### config.mk
export PLATFORM = sky130hd
export DESIGN_NAME = marker_scheduler
export DESIGN_NICKNAME = d
export VERILOG_FILES = /design/src/rtl/marker_scheduler.sv
export SDC_FILE = /design/constraint.sdc
export NUM_CORES = 1
export LEC_CHECK = 0
export CAP_MARGIN = 10
export CORE_ASPECT_RATIO = 0.6
export CORE_MARGIN = 4
export CORE_UTILIZATION = 35
export CTS_BUF_LIST = sky130_fd_sc_hd__clkbuf_4 sky130_fd_sc_hd__clkbuf_8
export DETAILED_ROUTE_END_ITERATION = 8
export SKIP_LAST_GASP = 1
export SLEW_MARGIN = 20
export SYNTH_ARGS = -nofsm -noshare
export SYNTH_HDL_FRONTEND = slang
export SYNTH_SLANG_ARGS = --single-unit
### constraint.sdc
create_clock -name clk_in -period 7.22 [get_ports clk_in]
set_input_delay 1.444 -clock clk_in [delete_from_list [all_inputs] [get_ports clk_in]]
set_output_delay 1.444 -clock clk_in [all_outputs]
set_load 0.005 [all_outputs]
### src/rtl/marker_scheduler.sv
// Round-robin scheduler that steps the colour thresholder through each marker slot one
// frame at a time and files each centre-of-mass result under the slot that produced it.
module marker_scheduler #(
    parameter int NUM_MARKERS = 5,
    parameter int IDX_W       = 3
) (
    input  logic                      clk_in,
    input  logic                      rst_in,
    input  logic                      enable_in,
    input  logic                      frame_start_in,
    input  logic                      cfg_we_in,
    input  logic [IDX_W-1:0]          cfg_idx_in,
    input  logic [8:0]                cfg_data_in,
    input  logic [10:0]               com_x_in,
    input  logic [9:0]                com_y_in,
    input  logic                      com_valid_in,
    output logic [2:0]                sel_out,
    output logic [2:0]                lower_out,
    output logic [2:0]                upper_out,
    output logic                      tabulate_out,
    output logic [IDX_W-1:0]          active_idx_out,
    output logic [11*NUM_MARKERS-1:0] markers_x_out,
    output logic [10*NUM_MARKERS-1:0] markers_y_out,
    output logic [NUM_MARKERS-1:0]    found_out,
    output logic                      round_done_out
);

    typedef enum logic [1:0] {IDLE, ARM, SCAN, WAIT_RES} state_t;

    localparam logic [IDX_W-1:0] LAST_IDX  = IDX_W'(NUM_MARKERS - 1);
    localparam logic [8:0]       CFG_RESET = 9'b111_000_000;

    state_t                       state_q, state_d;
    logic [IDX_W-1:0]             active_q, active_d, pend_q, pend_d, next_idx;
    logic                         tab_d, done_d, advance, capture, miss, cfg_ok;
    logic [8:0]                   cfg_q [NUM_MARKERS];
    logic [8:0]                   cfg_entry_d;
    logic [NUM_MARKERS-1:0][10:0] x_q;
    logic [NUM_MARKERS-1:0][9:0]  y_q;
    logic [NUM_MARKERS-1:0]       found_q;

    assign next_idx = (active_q == LAST_IDX) ? '0 : active_q + 1'b1;
    assign cfg_ok   = cfg_we_in && (cfg_idx_in <= LAST_IDX);

    always_comb begin
        // NOTE: every signal driven here gets a default first, so no path can infer a latch.
        state_d  = state_q;
        active_d = active_q;
        pend_d   = pend_q;
        tab_d    = 1'b0;
        done_d   = 1'b0;
        advance  = 1'b0;
        capture  = 1'b0;
        miss     = 1'b0;
        if (!enable_in) begin
            state_d  = IDLE;
            active_d = '0;
        end else begin
            unique case (state_q)
                IDLE: begin
                    active_d = '0;
                    state_d  = ARM;
                end
                // The first tabulate only flushes a partial frame; its result is never kept.
                ARM: if (frame_start_in) begin
                    tab_d   = 1'b1;
                    state_d = SCAN;
                end
                SCAN: if (frame_start_in) begin
                    advance = 1'b1;
                    state_d = WAIT_RES;
                end
                WAIT_RES: begin
                    capture = com_valid_in;
                    miss    = frame_start_in && !com_valid_in;
                    done_d  = (capture || miss) && (pend_q == LAST_IDX);
                    if (frame_start_in) advance = 1'b1;
                    else if (com_valid_in) state_d = SCAN;
                end
                default: state_d = IDLE;
            endcase
        end
        if (advance) begin
            tab_d    = 1'b1;
            pend_d   = active_q;
            active_d = next_idx;
        end
        // A write to the slot about to be active bypasses the table so the outputs follow at once.
        cfg_entry_d = (cfg_ok && cfg_idx_in == active_d) ? cfg_data_in : cfg_q[active_d];
    end

    // NOTE: sequential state uses non-blocking assignments so every register samples pre-edge values.
    always_ff @(posedge clk_in or negedge rst_in) begin
        if (!rst_in) begin
            state_q        <= IDLE;
            active_q       <= '0;
            pend_q         <= '0;
            tabulate_out   <= 1'b0;
            round_done_out <= 1'b0;
        end else begin
            state_q        <= state_d;
            active_q       <= active_d;
            pend_q         <= pend_d;
            tabulate_out   <= tab_d;
            round_done_out <= done_d;
        end
    end

    always_ff @(posedge clk_in or negedge rst_in) begin
        if (!rst_in) begin
            // NOTE: the config table is tiny and has defined power-on thresholds, so it is reset too.
            for (int k = 0; k < NUM_MARKERS; k++) cfg_q[k] <= CFG_RESET;
            x_q                              <= '0;
            y_q                              <= '0;
            found_q                          <= '0;
            {upper_out, lower_out, sel_out}  <= CFG_RESET;
        end else begin
            if (cfg_ok) cfg_q[cfg_idx_in] <= cfg_data_in;
            if (capture) begin
                x_q[pend_q]     <= com_x_in;
                y_q[pend_q]     <= com_y_in;
                found_q[pend_q] <= 1'b1;
            end
            if (miss) found_q[pend_q] <= 1'b0;
            {upper_out, lower_out, sel_out} <= cfg_entry_d;
        end
    end

    assign active_idx_out = active_q;
    assign markers_x_out  = x_q;
    assign markers_y_out  = y_q;
    assign found_out      = found_q;

endmodule

==> flow_metrics.env, run 1 <==
export IMPL_outcome="finished clean"
export IMPL_cts_resized=0
export IMPL_portBuffers=162
export IMPL_numCtsBuffers=17
export IMPL_routed_wl_um=18100
export IMPL_grt_pass1_wl_um=28500
export IMPL_grtUsageTotal_pct=16.4
export IMPL_tns_ns=0
export IMPL_place_congestion=0.772
export IMPL_num_fill_cells=1672
export IMPL_layoutNonFillerInstCount=912
export IMPL_pre_cts_slack_ns=2.77
export IMPL_start_util_pct=36.2
export IMPL_die_width_um=191
export IMPL_ctsRootBufferMaster="clkbuf_8"
export IMPL_hp_class="register to register"
export IMPL_vdd_drop_max_uv=112
export IMPL_grt_max_degree=100
export IMPL_area_sequential_sq_mm=0.00438
export IMPL_worstSkewPairLatency_ns=0.46
export IMPL_p_switching_uw=570
export IMPL_critPathMaxFanout=12
export IMPL_hpwl_um=12600
export IMPL_synth_area_sq_mm=0.00700
export IMPL_drv_cap=0
export IMPL_clock_skew_ns=0.0160
export IMPL_p_seq_share_pct=51.2
export IMPL_cp_start_kind="primary input"
export IMPL_post_cts_buffers=0
export IMPL_cp_data_required_time_ns=7.56
export IMPL_drtPass1Iterations=5
export IMPL_fin_crit_ns=3.99
export IMPL_dieArea_sq_mm=0.0224
export IMPL_dr_first_iter_drc_count=149
export IMPL_path_class="primary input to register"
export IMPL_dp_cells=879
export IMPL_clk_pin_slew_ns=0.09
export IMPL_syn_inst=464
export IMPL_final_max_slew_viol_count=0
export IMPL_endpoint_kind="register"
export IMPL_drc=0
export IMPL_syn_area_per_cell_sq_um=15.1
export IMPL_p_int_uw=1740
export IMPL_grt_antenna_before_repair=0
export IMPL_p_clk_share_pct=32.7
export IMPL_swShare_pct=24.7
export IMPL_syn2layout_area_growth_pct=34.2
export IMPL_ios=163
export IMPL_dpl_instance_area_sq_mm=0.00894
export IMPL_die_y_um=118
export IMPL_multiInputGateArea_sq_mm=0.00254
export IMPL_grt_overflow=0
export IMPL_cts_tree="done"
export IMPL_p_comb_share_pct=16.0
export IMPL_p_per_area_mw_per_mm2=245
export IMPL_num_nets_final=674
export IMPL_stdcell_area_sq_mm=0.00940
export IMPL_ys_types=41
export IMPL_finalCritPeriodShare_pct=55.3
export IMPL_ant_nets=0
export IMPL_grt_pass1_vias=4878
export IMPL_fin_ws_ns=3.23
export IMPL_num_vias=4483
export IMPL_max_slew_worst_pin_slew_ns=1.12
export IMPL_avgViaCountPerCell=4.92
export IMPL_synth_seq_cells=174
export IMPL_ys_warn_count=0
export IMPL_num_rows=39
export IMPL_final_cell_mix="161 x clkdlybuf4s50_1, 158 x mux2_2, 156 x dfrtp_1"
export IMPL_synth_edff_count=0
export IMPL_diodes=0
export IMPL_hold_buffers=0
export IMPL_htree_num_levels=4
export IMPL_critPathArrivalTime_ns=4.34
export IMPL_setup_viol=0
export IMPL_synthArstFlopShare_pct=100
export IMPL_core_area_sq_mm=0.0193
export IMPL_cts_num_sinks=174
export IMPL_synth_nets=505
export IMPL_drive_gt1_share_pct=34.5
export IMPL_synthFlopType="dfrtp_1"
export IMPL_final_common_cell="clkdlybuf4s50_1"
export IMPL_rsz0062_at_grt="false"
export IMPL_p_leak_uw=0.00409
export IMPL_seq_area_frac_synth_pct=62.5
export IMPL_hold_viol_final=0
export IMPL_post_drt_wl_per_cell_um=19.8
export IMPL_clockBufferDepth=2
export IMPL_clock_fmax_ghz=0.251
export IMPL_max_slew_margin_pct=25.4
area by class of cell:
cell class	count	area share [%]
Inverter	9	0.359
Timing Repair Buffer	169	17.8
Sequential cell	174	46.6
Multi-Input combinational cell	262	27.0
Tap cell	266	3.54
Clock buffer	17	2.49
Clock inverter	15	2.21
critical path: stages:
cell,delay [ns]
clkdlybuf4s50_1,0.50
nand3_2,0.20
a21oi_1,0.09
a22oi_1,0.79
o21ai_0,0.31
a211oi_4,0.58
mux2_2,0.41
state kept, by name (all words and copies together) (netlist names):
signal / flops
markers_x_out: 55
markers_y_out: 50
cfg_q: 45
found_out: 5
active_idx_out: 3
lower_out: 3
pend_q: 3
sel_out: 3
upper_out: 3
state_q: 2
round_done_out: 1
tabulate_out: 1
synthesized netlist by cell type (2+ instances only):
cell type	count	area [sq um]
a21oi_1	7	35.0
and2_1	2	12.5
and3_1	2	12.5
buf_1	4	15.0
clkbuf_1	14	52.6
dfrtp_1	156	3900
dfstp_2	18	473
ha_1	2	25.0
inv_1	8	30.0
mux2_2	158	1780
mux2i_1	19	190
nand2_1	8	30.0
nand3_1	3	15.0
nand3b_1	2	15.0
nand4_1	10	62.6
nor2_1	9	33.8
nor2b_1	2	12.5
nor3_1	2	10.0
nor4_1	2	12.5
o21ai_0	6	30.0
o221ai_1	9	78.8
xnor2_1	2	17.5
logic make-up after synthesis:
logic type,Yosys count,share of synthesized area [%]
DFF,174,62.5
xor gates and xnor gates,2,0.250
buffers and inverters,28,1.52
adders and majority gates,2,0.357
and+or+nand+nor,47,3.63
AOI/OAI and AO/OA,33,3.47
muxes,178,28.3
layer usage:
metal / vias to the layer above / share of wire (%) / track usage, %
met3: 19 / 6.8 / 6.85
met5: - / 0 / 0
li1: 2021 / - / -
met1: 2342 / 46 / 22.3
met2: 101 / 46 / 24.6
met4: 0 / 0.97 / 3.95
metrics by stage:
| step | util [%] | power, uW | hold WS (ns) |
|---|---|---|---|
| finish | 48.6 | 2310 | 0.509 |
| global placement | 46.3 | 1560 | 0.487 |
| CTS | 48.6 | 2340 | 0.515 |
| global route | 48.6 | 2420 | 0.526 |
| floorplan | - | 1340 | 0.479 |
| detailed placement | 46.3 | 1570 | 0.492 |
worst paths after layout:
kind	cells past startpoint	end	slack (ns)	start
worst max-delay path	7	lower_out[0]	3.23	frame_start_in
worst min-delay path	1	markers_y_out[16]	0.51	markers_y_out[16]
worst max register to register	8	lower_out[0]	3.98	active_idx_out[0]
worst min register to register	1	markers_y_out[16]	0.51	markers_y_out[16]
max in group asynchronous	2	found_out[1]	4.57	rst_in
min in group asynchronous	1	markers_x_out[10]	1.04	rst_in
power by group through the flow:
| stage | sequential [uW] | clock [uW] | combinational (uW) |
|---|---|---|---|
| floorplan | 1190 | 0 | 145 |
| global placement | 1200 | 0 | 364 |
| detailed placement | 1200 | 0 | 374 |
| CTS | 1180 | 779 | 376 |
| global route | 1200 | 825 | 400 |
| finish | 1180 | 755 | 369 |
Power figures use the tool's default switching activity.
==> run 2, diff against run 1 <==
- clock period: 7.22 -> 4 ns (I/O delays scaled with it)
==> run 2 against run 1 <==
Against the previous run: clock skew is 0.00057 ns higher; combinational power is 83% higher; count of clock-buffer cells in the layout is 5 higher; die area stayed put; worst setup slack worse by 2.3 ns; largest cell class unchanged; register-to-register slack worse by 2.7 ns; sequential cell count stayed put; cell area is 1.4% higher; clock power is 97% higher.
==> flow_metrics.env, run 2 (synthesis results as in run 1) <==
export IMPL_post_cts_buffers=0
export IMPL_drv_cap=0
export IMPL_num_rows=39
export IMPL_post_drt_wl_per_cell_um=19.9
export IMPL_critPathMaxFanout=19
export IMPL_core_area_sq_mm=0.0193
export IMPL_grt_max_degree=108
export IMPL_hold_viol_final=0
export IMPL_p_leak_uw=0.00417
export IMPL_cp_data_required_time_ns=4.35
export IMPL_routed_wl_um=18300
export IMPL_portBuffers=162
export IMPL_wl_met2_um=8420
export IMPL_clockBufferDepth=2
export IMPL_dr_wl_met3_um=1180
export IMPL_drive_gt1_share_pct=35.3
export IMPL_p_switching_uw=996
export IMPL_critPathArrivalTime_ns=3.44
export IMPL_hpwl_um=12700
export IMPL_fin_crit_ns=3.09
export IMPL_grt_pass1_vias=4977
export IMPL_rsz0062_at_grt="false"
export IMPL_htree_num_levels=4
export IMPL_numCtsBuffers=17
export IMPL_clk_pin_slew_ns=0.09
export IMPL_worstSkewPairLatency_ns=0.47
export IMPL_ctsRootBufferMaster="clkbuf_8"
export IMPL_cts_num_sinks=174
export IMPL_ant_nets=0
export IMPL_highest_layer="met4"
export IMPL_path_class="primary input to register"
export IMPL_setup_viol=0
export IMPL_grt_overflow=0
export IMPL_cts_tree="done"
export IMPL_grtUsageTotal_pct=16.7
export IMPL_ios=163
export IMPL_hp_class="primary input to async pin"
export IMPL_syn2layout_area_growth_pct=36.1
export IMPL_num_vias=4535
export IMPL_met1_length_um=8500
export IMPL_p_clk_share_pct=34.7
export IMPL_p_int_uw=3310
export IMPL_grt_pass1_wl_um=28700
export IMPL_clock_fmax_ghz=0.324
export IMPL_dieArea_sq_mm=0.0224
export IMPL_die_width_um=191
export IMPL_tns_ns=0
export IMPL_outcome="finished clean"
export IMPL_dp_cells=889
export IMPL_largest_register_ffs=55
export IMPL_cp_start_kind="primary input"
export IMPL_hold_buffers=0
export IMPL_endpoint_kind="register"
export IMPL_start_util_pct=36.2
export IMPL_swShare_pct=23.1
export IMPL_num_nets_final=683
export IMPL_final_common_cell="clkdlybuf4s50_1"
export IMPL_diodes=0
export IMPL_cts_resized=0
export IMPL_final_max_slew_viol_count=0
export IMPL_final_cell_mix="161 x clkdlybuf4s50_1, 158 x mux2_2, 156 x dfrtp_1"
export IMPL_clock_skew_ns=0.0166
export IMPL_layoutNonFillerInstCount=921
export IMPL_avgViaCountPerCell=4.92
export IMPL_place_congestion=0.835
export IMPL_max_slew_worst_pin_slew_ns=0.872
export IMPL_drc=0
export IMPL_drtPass1Iterations=4
export IMPL_p_comb_share_pct=15.7
export IMPL_grt_antenna_before_repair=0
export IMPL_dr_first_iter_drc_count=214
export IMPL_p_seq_share_pct=49.6
export IMPL_p_per_area_mw_per_mm2=452
export IMPL_vdd_drop_max_uv=182
export IMPL_finalCritPeriodShare_pct=77.1
export IMPL_max_slew_margin_pct=41.9
export IMPL_die_y_um=118
[run 2: changes by cell type in the layout (fill, tap and decap cells not counted), moves of 2 or more]
cell,before,now
clkbuf_8,17,20
buf_4,7,15
bufinv_16,4,6
inv_6,4,1
clkbuf_4,0,3
[run 2: metrics by stage]
step	utilization, %	cell area (sq um)	power [uW]	worst slack, ns	hold slack, ns
after CTS	49.3	9530	4360	1.01	0.473
after global placement	46.7	9030	2830	0.596	0.487
after detailed placement	46.7	9030	2850	0.495	0.490
after floorplan	-	7000	2410	1.42	0.479
final	49.3	9530	4310	0.915	0.438
after global routing	49.3	9530	4510	0.835	0.470
[run 2: final timing paths]
path / from / endpoint / slack (ns) / cells past startpoint
min in group clk_in: markers_x_out[52] / markers_x_out[52] / 0.51 / 1
worst min register to register: markers_x_out[52] / markers_x_out[52] / 0.51 / 1
worst max register to register: active_idx_out[0] / sel_out[1] / 1.30 / 9
worst min-delay path: rst_in / markers_x_out[32] / 0.44 / 1
max in group asynchronous: rst_in / cfg_q[13] / 2.62 / 2
worst max-delay path: enable_in / sel_out[1] / 0.91 / 9
[run 2: layout make-up]
| cell class | count | area [sq um] |
|---|---|---|
| clock buffers | 22 | 284 |
| inverters | 9 | 33.8 |
| well taps | 266 | 333 |
| repair buffers | 178 | 1760 |
| flip-flops and latches | 174 | 4380 |
| fillers | 1672 | 9800 |
| clock inverters | 10 | 209 |
| multi-input cells | 262 | 2530 |
[run 2: power groups by stage]
stage	clock network [uW]	registers [uW]	logic (uW)
after global routing	1620	2160	732
after floorplan	0	2150	261
after global placement	0	2160	662
after detailed placement	0	2170	685
final	1490	2130	676
after CTS	1540	2140	688
[run 2: worst max-delay path, cell delays in order]
cell	delay, ns
clkdlybuf4s50_1	0.58
o21ai_1	0.12
a21oi_1	0.40
a22oi_1	0.17
buf_4	0.22
inv_2	0.42
mux2i_1	0.28
o221ai_1	0.15
mux2_2	0.28
[run 2: layer usage]
metal,GRT usage (%),vias to the layer above
met5,0,-
li1,-,2044
met3,6.37,19
met1,22.2,2370
met2,25.7,102
met4,4.57,0
